===== src/rtl/mc6800_pkg.sv =====
// mc6800_pkg: shared definitions for the 6800-style motherboard bus scheduler.
//   - sched_state_e : scheduler FSM states
//   - *_DEF         : default E-clock phase constants
//   - REQ_CPU/POLL  : requester indices into REQ/GNT/ACK
//   - phase_mod     : folds a phase constant into the 4-bit counter range
package mc6800_pkg;

  typedef enum logic [1:0] {
    StIdle,
    StArm,
    StActive,
    StDone
  } sched_state_e;

  localparam int unsigned E_PERIOD_DEF     = 10;
  localparam int unsigned E_HIGH_START_DEF = 6;
  localparam int unsigned VMA_PHASE_DEF    = 2;
  localparam int unsigned ACK_PHASE_DEF    = 8;

  localparam int unsigned REQ_CPU  = 0;
  localparam int unsigned REQ_POLL = 1;

  function automatic logic [3:0] phase_mod(input int unsigned value, input int unsigned period);
    return 4'(value % period);
  endfunction

endpackage


===== src/rtl/mc6800_eclk_gen.sv =====
// mc6800_eclk_gen: free-running E-period phase counter and registered E clock.
//   i_clk    : motherboard clock
//   i_rst_n  : synchronous active-low reset
//   o_phase  : phase counter, 0..E_PERIOD-1
//   o_e_clk  : E clock, high for phases E_HIGH_START..E_PERIOD-1
module mc6800_eclk_gen
  import mc6800_pkg::*;
#(
  parameter int unsigned E_PERIOD     = E_PERIOD_DEF,
  parameter int unsigned E_HIGH_START = E_HIGH_START_DEF
) (
  input  logic       i_clk,
  input  logic       i_rst_n,
  output logic [3:0] o_phase,
  output logic       o_e_clk
);

  localparam logic [3:0] LP_LAST   = phase_mod(E_PERIOD - 1, E_PERIOD);
  localparam logic [3:0] LP_E_HIGH = phase_mod(E_HIGH_START, E_PERIOD);

  logic [3:0] r_phase;
  logic       r_e_clk;
  logic [3:0] w_phase_next;

  always_comb begin
    w_phase_next = (r_phase == LP_LAST) ? 4'd0 : r_phase + 4'd1;
  end

  // E is decoded from the next phase so the register lines up with the counter.
  always_ff @(posedge i_clk) begin
    if (!i_rst_n) begin
      r_phase <= 4'd0;
      r_e_clk <= 1'b0;
    end else begin
      r_phase <= w_phase_next;
      r_e_clk <= (w_phase_next >= LP_E_HIGH);
    end
  end

  assign o_phase = r_phase;
  assign o_e_clk = r_e_clk;

endmodule


===== src/rtl/mc6800_bus_scheduler.sv =====
// mc6800_bus_scheduler: shares the E-clocked motherboard peripheral bus between the CPU VPA
// path (REQ_CPU) and a background poller (REQ_POLL) with round-robin arbitration.
//   MB_CLK   : motherboard clock, rising edge
//   RESET    : synchronous active-low reset
//   REQ      : request levels, held until ACK or withdrawn
//   GNT      : one-hot grant, zero when idle
//   ACK      : one-cycle completion pulse to the granted requester
//   MB_E_CLK : registered E clock
//   MB_VMA   : registered valid memory address, active-low
//   BUSY     : scheduler not idle
//   PHASE    : current E-period phase
// Legal parameters: 1 <= VMA_PHASE < E_HIGH_START <= ACK_PHASE < E_PERIOD-1, E_PERIOD <= 16.
module mc6800_bus_scheduler
  import mc6800_pkg::*;
#(
  parameter int unsigned E_PERIOD     = E_PERIOD_DEF,
  parameter int unsigned E_HIGH_START = E_HIGH_START_DEF,
  parameter int unsigned VMA_PHASE    = VMA_PHASE_DEF,
  parameter int unsigned ACK_PHASE    = ACK_PHASE_DEF
) (
  input  logic       MB_CLK,
  input  logic       RESET,
  input  logic [1:0] REQ,
  output logic [1:0] GNT,
  output logic [1:0] ACK,
  output logic       MB_E_CLK,
  output logic       MB_VMA,
  output logic       BUSY,
  output logic [3:0] PHASE
);

  localparam logic [3:0] LP_VMA_ARM = phase_mod(VMA_PHASE + E_PERIOD - 1, E_PERIOD);
  localparam logic [3:0] LP_ACK     = phase_mod(ACK_PHASE, E_PERIOD);
  localparam logic [3:0] LP_LAST    = phase_mod(E_PERIOD - 1, E_PERIOD);

  logic [3:0]   w_phase;
  sched_state_e r_state, w_state_next;
  logic [1:0]   r_gnt, w_gnt_next;
  logic [1:0]   r_ack, w_ack_next;
  logic         r_vma, w_vma_next;
  logic         r_win, w_win_next;
  logic         r_last, w_last_next;
  logic         w_pick;

  mc6800_eclk_gen #(
    .E_PERIOD    (E_PERIOD),
    .E_HIGH_START(E_HIGH_START)
  ) u_eclk_gen (
    .i_clk  (MB_CLK),
    .i_rst_n(RESET),
    .o_phase(w_phase),
    .o_e_clk(MB_E_CLK)
  );

  // On a tie the requester not served last wins; otherwise the sole requester.
  always_comb begin
    w_pick = (REQ == 2'b11) ? ~r_last : REQ[REQ_POLL];
  end

  always_comb begin
    w_state_next = r_state;
    w_gnt_next   = r_gnt;
    w_ack_next   = 2'b00;
    w_vma_next   = r_vma;
    w_win_next   = r_win;
    w_last_next  = r_last;
    unique case (r_state)
      StIdle: begin
        if (|REQ) begin
          w_win_next         = w_pick;
          w_gnt_next         = 2'b00;
          w_gnt_next[w_pick] = 1'b1;
          w_state_next       = StArm;
        end
      end
      StArm: begin
        // A withdrawn request is abandoned before VMA ever asserts.
        if (!REQ[r_win]) begin
          w_gnt_next   = 2'b00;
          w_state_next = StIdle;
        end else if (w_phase == LP_VMA_ARM) begin
          w_vma_next   = 1'b0;
          w_state_next = StActive;
        end
      end
      StActive: begin
        if (w_phase == LP_ACK) begin
          w_ack_next[r_win] = 1'b1;
          w_last_next       = r_win;
          w_state_next      = StDone;
        end
      end
      StDone: begin
        // Hold VMA to the end of the E period so it always covers E-high.
        if (w_phase == LP_LAST) begin
          w_vma_next   = 1'b1;
          w_gnt_next   = 2'b00;
          w_state_next = StIdle;
        end
      end
    endcase
  end

  always_ff @(posedge MB_CLK) begin
    if (!RESET) begin
      r_state <= StIdle;
      r_gnt   <= 2'b00;
      r_ack   <= 2'b00;
      r_vma   <= 1'b1;
      r_win   <= 1'b0;
      r_last  <= 1'b1;
    end else begin
      r_state <= w_state_next;
      r_gnt   <= w_gnt_next;
      r_ack   <= w_ack_next;
      r_vma   <= w_vma_next;
      r_win   <= w_win_next;
      r_last  <= w_last_next;
    end
  end

  assign GNT    = r_gnt;
  assign ACK    = r_ack;
  assign MB_VMA = r_vma;
  assign BUSY   = (r_state != StIdle);
  assign PHASE  = w_phase;

endmodule


===== config.mk =====
export PLATFORM = sky130hd
export DESIGN_NAME = mc6800_bus_scheduler
export DESIGN_NICKNAME = d
export VERILOG_FILES = /design/src/rtl/mc6800_pkg.sv /design/src/rtl/mc6800_eclk_gen.sv /design/src/rtl/mc6800_bus_scheduler.sv
export SDC_FILE = /design/constraint.sdc
export NUM_CORES = 1
export LEC_CHECK = 0
export BUFFER_PORTS_ARGS = -buffer_cell sky130_fd_sc_hd__buf_2
export CORE_ASPECT_RATIO = 0.9
export CORE_MARGIN = 1.5
export CORE_UTILIZATION = 41
export CTS_CLUSTER_DIAMETER = 80
export CTS_CLUSTER_SIZE = 12
export DETAILED_ROUTE_END_ITERATION = 6
export GPL_TIMING_DRIVEN = 0
export PLACE_DENSITY = 0.66
export RECOVER_POWER = 100
export SYNTH_ARGS = -nofsm -noshare
export SYNTH_HDL_FRONTEND = slang
export SYNTH_SLANG_ARGS = --single-unit

===== constraint.sdc =====
create_clock -name MB_CLK -period 1.15 [get_ports MB_CLK]
set_input_delay 0.0575 -clock MB_CLK [delete_from_list [all_inputs] [get_ports MB_CLK]]
set_output_delay 0.0575 -clock MB_CLK [all_outputs]
set_load 0.1 [all_outputs]

# Yosys cells after proc, flatten, opt, wreduce, memory -nomap -nowiden
# Cells that the tools add are included.
# word_totals
ff_bits	14
out_inout_bits	11
elab_cells	63
# op_classes
n_addsub	1
order_cmp	5
bitwise	1
reduce_logical	13
n_mux	21
eq_ne	14
# ops
op	n
$mux 2	7
$ne 2x2->1 const B	6
$reduce_and 4->1	3
$eq 4x4->1 const B	2
$mux 1	8
$pmux 2 s4	1
$eq 2x2->1 const B	3
$pmux 2 s3	1
$add 4x1->4 const B	1
$eq 4x1->1 const B	1
$ge 4x3->1 const B	1
$lt 1x2->1 const B	2
$mux 4	1
$reduce_and 2->1	2
$reduce_bool 2->1	2
$ne 3x3->1 const B	1
$reduce_and 3->1	1
$reduce_bool 3->1	1
$demux 1 s1	2
$eq 2x1->1 const B	1
$ge 1x1->1 const B	2
$logic_and 1x1->1	2
$logic_not 2->1	1
$pmux 1 s2	1
2 further kinds	2

# Logic depth before layout (Yosys ltp)
# Gate-level depths: netlist of run 1.
# depth
ltp_word	8
ltp_mapped	5
mapped_depth_nobuf	4

# Cells and area by module
# A second synthesis of run 1 with hierarchy kept.
# unflattened
cells_unflattened	75
hier_area_um2	676.9
# modules_own_cells
module	n_inst	area_per_inst_um2	cells_each	seq_area_each_um2
mc6800_bus_scheduler	1	460.4	51	180.2
mc6800_eclk_gen	1	216.5	24	100.1

# Least setup slack after synthesis of run 1
# No wires, ideal clock.
# synth_path
path_kind	register -> register
startpoint	register u_eclk_gen.r_phase[1], in the netlist u_eclk_gen.o_phase[1]
endpoint	register r_gnt[0], in the netlist GNT[0]
t_arrival_ns	1.919
setup_ns	0.072
path_buffers	1
synth_period_minus_slack_ns	1.991
slack_ns	-0.841
path_stages_with_launch	6
required_time_ns	1.078
cell_sequence	dfxtp_1 -> clkbuf_2 -> nor3b_4 -> and3_2 -> o21bai_2 -> mux2i_1
# synth_between
elab_chain_len	3
# synth_lines
element	line	rtl
start: declaration	mc6800_eclk_gen.sv:21	logic [3:0] r_phase;
start signal: assignment	mc6800_eclk_gen.sv:35	r_phase <= w_phase_next;
$eq 4x4->1	mc6800_bus_scheduler.sv:95	if (w_phase == LP_LAST) begin
$ne 2x2->1 (no source line)	n/a	
$reduce_and 4->1 (no source line)	n/a	
end signal: assignment	mc6800_bus_scheduler.sv:114	r_gnt <= w_gnt_next;
end: declaration	mc6800_bus_scheduler.sv:38	logic [1:0] r_gnt, w_gnt_next;
# Every way passes these cells.
# A chain may end at the register's enable or synchronous reset.

# Worst setup path in the final report of run 1
# layout_path
startpoint	register u_eclk_gen.r_phase[2], in the netlist u_eclk_gen.o_phase[2]
endpoint	register r_last
# layout_between
elab_chain_len	2
# layout_lines
element	line	rtl
$eq 4x4->1	mc6800_bus_scheduler.sv:87	if (w_phase == LP_ACK) begin
$reduce_and 2->1 (no source line)	n/a	
end signal: assignment	mc6800_bus_scheduler.sv:118	r_last <= w_last_next;
end: declaration	mc6800_bus_scheduler.sv:42	logic r_last, w_last_next;
# Every way passes these cells.

==> results of run 1 <==
-- power by group --
group	switching [W]	internal, W
Sequential	0.0000229	0.000504
Clock	0.000153	0.000193
Combinational	0.000233	0.000122
Total	0.000409	0.000818
-- area by class of cell --
class | count | area [µm²]
Sequential cell | 14 | 302
Inverter | 3 | 11.3
Clock buffer | 4 | 36.3
Buffer | 3 | 40.0
Multi-Input combinational cell | 52 | 382
Fill cell | 121 | 527
Timing Repair Buffer | 22 | 155
Tap cell | 22 | 27.5
-- cells in the mapped netlist (all sizes together) --
cell | n | area (µm²)
a21boi | 1 | 7.51
a21oi | 2 | 10.0
a221o | 1 | 10.0
a22oi | 1 | 7.51
a31oi | 2 | 12.5
and3 | 2 | 15.0
and3b | 2 | 18.8
and4bb | 1 | 12.5
buf | 1 | 7.51
clkbuf | 2 | 8.75
dfxtp | 14 | 280
inv | 3 | 11.3
mux2 | 1 | 11.3
mux2i | 4 | 40.0
nand2 | 7 | 26.3
nand2b | 2 | 12.5
nand3 | 1 | 5.00
nand3b | 3 | 22.5
nand4 | 1 | 6.26
nor2 | 8 | 30.0
nor3 | 1 | 5.00
nor3b | 2 | 31.3
o211ai | 1 | 7.51
o21ai | 3 | 15.0
o21bai | 1 | 11.3
o22ai | 1 | 6.26
or2 | 1 | 6.26
or3 | 1 | 6.26
xnor2 | 1 | 8.76
xor2 | 1 | 8.76
-- timing repair --
action | 4_1_cts | 5_1_grt
pin swaps | 9 | 8
setup endpoints to repair | 10 | 12
resized for setup | 8 | 9
hold buffers | 1 | 0
endpoints found under the hold margin | 1 | 0
buffers inserted | 6 | 2
-- path summary, 6_finish.rpt --
kind                               from  endpoint  slack (ns)  cells after the start
setup / recovery  u_eclk_gen.o_phase[2]    r_last       -0.13                      5
hold / removal                   REQ[0]     r_win        0.17                      4
setup reg to reg  u_eclk_gen.o_phase[2]    r_last       -0.13                      5
hold reg to reg                  GNT[1]    GNT[1]        0.46                      2
-- flip-flops by register name (all words and copies together) (netlist names), named ones only --
signal,count
ACK,2
GNT,2
MB_VMA,1
r_last,1
r_state,1
r_win,1
u_eclk_gen.o_e_clk,1
u_eclk_gen.o_phase,4
-- critical path, delay by kind of cell (launching register included) --
family | cells | cell delay (ns)
flip-flops | 1 | 0.35
multiplexers | 1 | 0.17
AND/OR/NAND/NOR | 3 | 0.54
buffers and inverters | 1 | 0.12
-- layer usage --
layer	global-route usage [%]	share of wire (%)	wire length (µm)
met3	7.93	4.7	60
met2	21.8	42	529
met4	6.62	1.3	17
met5	0	0	0
met1	21.1	52	665
-- logic make-up after synthesis --
group | after synthesis
flops | 14
buf+inv | 6
simple gates | 32
xor+xnor | 2
mux | 5
compound gates | 13
-- through the flow --
| step | hold slack (ns) | area (µm²) |
|---|---|---|
| after floorplan | 0.119 | 713 |
| after global placement | 0.285 | 811 |
| after detailed placement | 0.287 | 811 |
| after CTS | 0.182 | 915 |
| after global routing | 0.194 | 953 |
| final | 0.173 | 953 |
==> flow_summary.ini, run 1 <==
[outcome]
status = finished with violations
violations = setup timing

[flow_run]
maxCapViolations = 0

[finish]
mostFrequentLayoutCells = buf_2 (9), nor2_1 (8), dfxtp_1 (7), nand2_1 (7), buf_4 (7)
insertedDiodeCount = 0
stdcell_count = 120
num-nets-final = 103
final_common_cell = buf_2
postLayoutCoreUtil_pct = 64.4
synthToLayoutAreaGrowth_pct = 44.0
drive_gt1_share_pct = 48.0

[die]
initial_core_util_pct = 44.7
dieArea_um2 = 1860
fp.dieW_um = 45.4
dieHeight_um = 41.1
coreArea_um2 = 1480
ios = 15
rows = 13

[timing]
hold_violations = 0
min_period_ns = 1.28
slew_viol_final = 0
min_period_over_period_pct = 111
rsz0062_at_grt = true
fmax_mhz = 780
setup_viol = 9
fin_ws_ns = -0.132
tightest_slew_ns = 0.537
max-slew-margin-rel_pct = 64.4
skew_ns = 0.00223
setup_tns_ns = -0.678

[logic_synthesis]
yosys.area_share.adder_pct = 0
synth.area.mux_share_pct = 7.75
synth.avg_cell_area_um2 = 9.19
synthCells = 72
synth_top_family_by_area = simple AND/OR/NAND/NOR gates
ys_warn_count = 0
yosysSeqAreaShare_pct = 42.3
synth_nets = 76
synthXorXnorAreaFrac_pct = 2.65
ys_ff_latch = 14
synth-simple-area-share_pct = 29.9
synth_area_um2 = 662
synth_compound_gate_area_share_pct = 13.2
synth.distinct_cells = 34

[pwr]
power_w = 0.00123
p_leak_nw = 0.395
power_density_nw_per_um2 = 1290
ir_worst_vdd_mv = 1.04

[global_route]
antenna_found_initial = 0
grt_max_degree = 11
overflow = 0
grt_first_pass_wirelength_um = 1970
grt_use_total_pct = 16.0
grt_pass1_vias = 448

[detailed_routing]
totalWireLength_um = 1270
viasPerCell = 4.86
first_iter_violations = 19
vias = 583
drtPass1Iterations = 4
ant_nets = 0
remaining_drc_errors = 0
avgRoutedWirePerCell_um = 10.6

[worst_setup_path]
crit_path_top_delay_cell = dfxtp_4
critPathCaptureType = flop
cp_cell_sequence = buf_6 > nor3b_4 > and4bb_2 > mux2i_1 > nand2_1
critical_path.max_fanout = 6
worst_ep_required_time_ns = 1.32
start_kind = flop
arrival_ns = 1.45
critPathMaxStageDelay_ns = 0.35
critical_path_class = reg -> reg

[placed_design]
place_ws_ns = -0.226
place_inst = 108
place.gp.congestion = 0.771
hpwl_um = 853
port_buffers = 14

[clocking]
clock-root-buffer = clkbuf_4
htree_levels = 1
clk_path_buf_depth = 2
cts.reportedPaths.clkPinSlew_ns = 0.08
clkSinkCount = 14
numCtsBuffers = 3
cts_tree = done
clock_latency_ns = 0.28

[min_path]
hold_class = in -> reg
Power figures use the tool's default switching activity.
==> run 2: changes to the inputs <==
- CTS_BUF_LIST: unset -> sky130_fd_sc_hd__clkbuf_16
- SETUP_SLACK_MARGIN: unset -> 0.15
==> run 2 against run 1 <==
The run still ends with setup timing left. Die area did not move. Critical path depth up 1. Clock skew decreased by 0.00057 ns. Fmax fell by 4.1%. Sequential cell count unchanged. Largest cell class unchanged.
==> flow_summary.ini, run 2 (synthesized netlist as in run 1, its figures left out) <==
[timing]
rsz0062_at_grt = true
slew_viol_final = 0
min_period_over_period_pct = 116
setup_viol = 9
skew_ns = 0.00166
fin_ws_ns = -0.187
tightest_slew_ns = 0.301
min_period_ns = 1.34
setup_tns_ns = -1.06
fmax_mhz = 748
max-slew-margin-rel_pct = 80.0
hold_violations = 0

[detailed_routing]
vias = 630
totalWireLength_um = 1580
drtPass1Iterations = 4
ant_nets = 0
first_iter_violations = 15
avgRoutedWirePerCell_um = 12.8
remaining_drc_errors = 0
viasPerCell = 5.12

[global_route]
use_met2_pct = 26.1
busiest_layer = met2
grt.met1_usage_pct = 21.8
grt_pass1_vias = 508
use_met3_pct = 8.81
grt_use_total_pct = 17.8
overflow = 0
antenna_found_initial = 0
grt_max_degree = 11
grt_first_pass_wirelength_um = 2230

[die]
fp.dieW_um = 45.4
rows = 13
ios = 15
dieArea_um2 = 1860
dieHeight_um = 41.1
coreArea_um2 = 1480
initial_core_util_pct = 44.7

[pwr]
power.share.clock_pct = 41.3
ir_worst_vdd_mv = 1.91
p_int_w = 0.00111
p_sw_share_pct = 29.6
power_density_nw_per_um2 = 1460
p_leak_nw = 0.444
p_seq_share_pct = 33.8
p_switching_w = 0.000468
p_comb_share_pct = 24.9

[flow_run]
maxCapViolations = 0

[placed_design]
place.gp.congestion = 0.771
hpwl_um = 853
place_inst = 108
port_buffers = 14

[worst_setup_path]
start_kind = flop
critical_path.max_fanout = 2
critical_path_class = reg -> reg
r2r_cells = 6
arrival_ns = 1.51
worst_ep_required_time_ns = 1.32
critPathCaptureType = flop
regToRegStartpoint = r_win
r2r_setup_slack_ns = -0.19

[min_path]
holdPathEnd = r_last
holdCritStartpoint = RESET
hold_class = in -> reg
min_path_cells = 2

[finish]
synthToLayoutAreaGrowth_pct = 63.3
stdcell_count = 123
fillers = 104
drive_gt1_share_pct = 55.4
insertedDiodeCount = 0
mostFrequentLayoutCells = buf_4 (15), nor2_1 (8), dfxtp_1 (7)
largest_reg_flops = 4
num-nets-final = 106
final_common_cell = buf_4

[clocking]
clkSinkCount = 14
clock_latency_ns = 0.24
htree_levels = 1
clock-root-buffer = clkbuf_16
cts_tree = done
clk_path_buf_depth = 2
cts.reportedPaths.clkPinSlew_ns = 0.05
numCtsBuffers = 3
cts_hold_buf = 0

[outcome]
violations = setup timing
status = finished with violations
run 2: power by group through the flow:
stage               registers (W)  clock network [W]  logic, W
floorplan                0.000651                  0  0.000146
global placement         0.000537                  0  0.000305
detailed placement       0.000538                  0  0.000306
CTS                      0.000530           0.000665  0.000360
global route             0.000536           0.000688  0.000411
finish                   0.000533           0.000653  0.000393
run 2: how the worst max path moves through the flow:
| stage | startpoint | to | slack [ns] | depth (start not counted) |
|---|---|---|---|---|
| global route | r_win | flop | -0.22 | 6 |
| CTS | u_eclk_gen.o_phase[1] | r_last | -0.14 | 5 |
| global placement | r_state[0] | MB_VMA | -0.22 | 3 |
| detailed placement | r_win | MB_VMA | -0.23 | 4 |
| floorplan | u_eclk_gen.o_phase[1] | MB_VMA | -0.26 | 4 |
| finish | r_win | flop | -0.19 | 6 |
run 2: layout make-up:
| type | count | area (µm²) | share of cell area (%) |
|---|---|---|---|
| inverters | 3 | 13.8 | 1.27 |
| well taps | 22 | 27.5 | 2.55 |
| plain buffers | 3 | 41.3 | 3.82 |
| repair buffers | 25 | 208 | 19.2 |
| clock buffers | 3 | 75.1 | 6.94 |
| flip-flops and latches | 14 | 302 | 27.9 |
| multi-input cells | 52 | 410 | 38.0 |
| clock inverters | 1 | 3.75 | 0.347 |
run 2: per-layer routing:
metal  share of wire (%)  vias up
met3                 4.6        2
met5                   0        -
met1                  49      299
met4                 1.1        0
met2                  46       14
li1                    -      315
run 2: worst max-delay path, stage by stage (launching register included):
cell,delay [ns]
dfxtp_4,0.35
mux2i_2,0.16
nor3b_4,0.21
nand4_1,0.16
buf_4,0.16
buf_4,0.12
a21oi_2,0.11
run 2: per-stage QoR:
stage	hold slack (ns)	instance area, µm²	setup slack (ns)	utilization [%]	power, W
2_1_floorplan	0.119	713	-0.264	-	0.000797
3_3_place_gp	0.285	811	-0.221	54.8	0.000843
3_5_place_dp	0.287	811	-0.226	54.8	0.000844
4_1_cts	0.0461	1000	-0.137	67.8	0.00156
5_1_grt	0.0470	1080	-0.223	73.0	0.00164
6_report	0.0463	1080	-0.187	73.0	0.00158
run 2: repair_timing:
action	4_1_cts	5_1_grt
gates resized for setup	21	16
setup buffers	7	3
cloned	1	0
pin swaps	9	12
endpoints found under the setup margin	21	15
==> run 3: changes to the inputs <==
- CTS_BUF_LIST: sky130_fd_sc_hd__clkbuf_16 -> unset
- PLACE_DENSITY: 0.66 -> unset
- clock period: 1.15 -> 1.7 ns (I/O delays scaled with it)
==> run 3 against run 2 <==
The flow now finishes without violations. Worst hold slack lost 0.024 ns. Largest power group is now sequential cells. Setup slack gained 0.44 ns. Non-clock buffer count shrank 11. Highest routed layer is now met3. Clock power shrank 64%. Clock-buffer cell count grew 1. Core utilization shrank 19 points. Wire length shrank 29%. Total power shrank 50%.
==> flow_summary.ini, run 3 (synthesized netlist as in run 1, its figures left out) <==
[die]
ios = 15
fp.dieW_um = 45.4
dieArea_um2 = 1860
dieHeight_um = 41.1
rows = 13
initial_core_util_pct = 44.7
coreArea_um2 = 1480

[global_route]
grt_pass1_vias = 428
grt_use_total_pct = 14.1
overflow = 0
grt_first_pass_wirelength_um = 1790
antenna_found_initial = 0
grt_max_degree = 11

[detailed_routing]
vias = 549
avgRoutedWirePerCell_um = 10.0
viasPerCell = 4.90
first_iter_violations = 10
totalWireLength_um = 1120
remaining_drc_errors = 0
ant_nets = 0
drtPass1Iterations = 4

[clocking]
cts_hold_buf = 0
cts_tree = done
postCtsResizedCells = 0
clock_latency_ns = 0.28
clk_path_buf_depth = 2
clock-root-buffer = clkbuf_4
htree_levels = 1
post_cts.repair.setup_buffers = 0
clkSinkCount = 14
numCtsBuffers = 3
cts.reportedPaths.clkPinSlew_ns = 0.08

[finish]
mostFrequentLayoutCells = clkbuf_2 (12), dfxtp_1 (11), nor2_1 (8)
drive_gt1_share_pct = 35.6
largest_reg_flops = 4
final_common_cell = clkbuf_2
fillers = 145
synthToLayoutAreaGrowth_pct = 21.4
insertedDiodeCount = 0
num-nets-final = 95

[worst_setup_path]
arrival_ns = 1.37
cp-endpoint = BUSY
crit_path_top_delay_cell = dfxtp_1
crit_start = r_state[0]
critical_path_class = reg -> out
r2r_cells = 5
cp_top_family = flip-flops
crit_buf_inv = 1
worst_ep_required_time_ns = 1.62
worstReg2RegEnd = GNT[0]
start_kind = flop
regToRegStartpoint = u_eclk_gen.o_phase[1]
r2r_setup_slack_ns = 0.27
critical_path.max_fanout = 10
cp_cell_sequence = or2_2 > clkbuf_2
critPathMaxStageDelay_ns = 0.47
critPathCaptureType = output port
crit_cells = 2

[timing]
fmax_mhz = 689
min_period_over_period_pct = 85.3
tightest_slew_ns = 0.542
skew_ns = 0.00475
setup_viol = 0
setup_tns_ns = 0
slew_viol_final = 0
min_period_ns = 1.45
fin_ws_ns = 0.249
rsz0062_at_grt = false
hold_violations = 0
max-slew-margin-rel_pct = 64.0

[outcome]
status = completed

[placed_design]
port_buffers = 14
hpwl_um = 841
place.gp.congestion = 0.747
place_ws_ns = 0.324

[pwr]
p_leak_nw = 0.332
ir_worst_vdd_mv = 0.568
power_density_nw_per_um2 = 974

[min_path]
hold_class = in -> reg

[flow_run]
maxCapViolations = 0
run 3: worst reg2reg max path: cells and delay by family (launching register included):
family / cells / cell delay [ns]
compound gates: 1 / 0.30
flops: 1 / 0.34
mux: 1 / 0.22
simple gates: 2 / 0.31
buf+inv: 1 / 0.19
run 3: final cells by class:
class                      instances  area, µm²  area share, %
timing repair buffer              14       70.1           8.72
tap                               22       27.5           3.43
clock buffer                       4       36.3           4.52
inverter                           3       11.3           1.40
sequential                        14        292           36.3
multi-input combinational         52        350           43.6
buffer                             3       16.3           2.02
run 3: where the power goes:
part	total (W)	internal [W]	leakage, nW	switching, W
combinational	0.000193	0.0000450	0.194	0.000148
sequential	0.000356	0.000341	0.117	0.0000146
clock	0.000234	0.000130	0.0210	0.000104
run 3: per-stage QoR:
step	total power [W]	util, %	cell area, µm²	instances	hold slack (ns)
global placement	0.000558	52.2	772	108	0.314
global route	0.000826	54.3	803	112	0.0131
detailed placement	0.000558	52.2	772	108	0.313
floorplan	0.000526	-	674	72	0.147
finish	0.000782	54.3	803	112	0.0227
CTS	0.000798	54.6	808	112	0.0137
run 3: layer usage:
| layer | part of all wire, % | GRT usage [%] | up-vias |
|---|---|---|---|
| li1 | - | - | 288 |
| met1 | 54 | 19.3 | 239 |
| met2 | 39 | 19.3 | 22 |
| met3 | 7.4 | 7.93 | 0 |
| met4 | 0 | 2.21 | 0 |
| met5 | 0 | 0 | - |
run 3: worst min-delay path by stage:
stage / start / endpoint / slack (ns) / depth (start not counted)
after floorplan: RESET / r_last / 0.15 / 1
after global placement: RESET / r_last / 0.31 / 2
after detailed placement: RESET / r_last / 0.31 / 2
after CTS: RESET / r_last / 0.01 / 2
after global routing: RESET / r_last / 0.01 / 2
final: RESET / r_last / 0.02 / 2
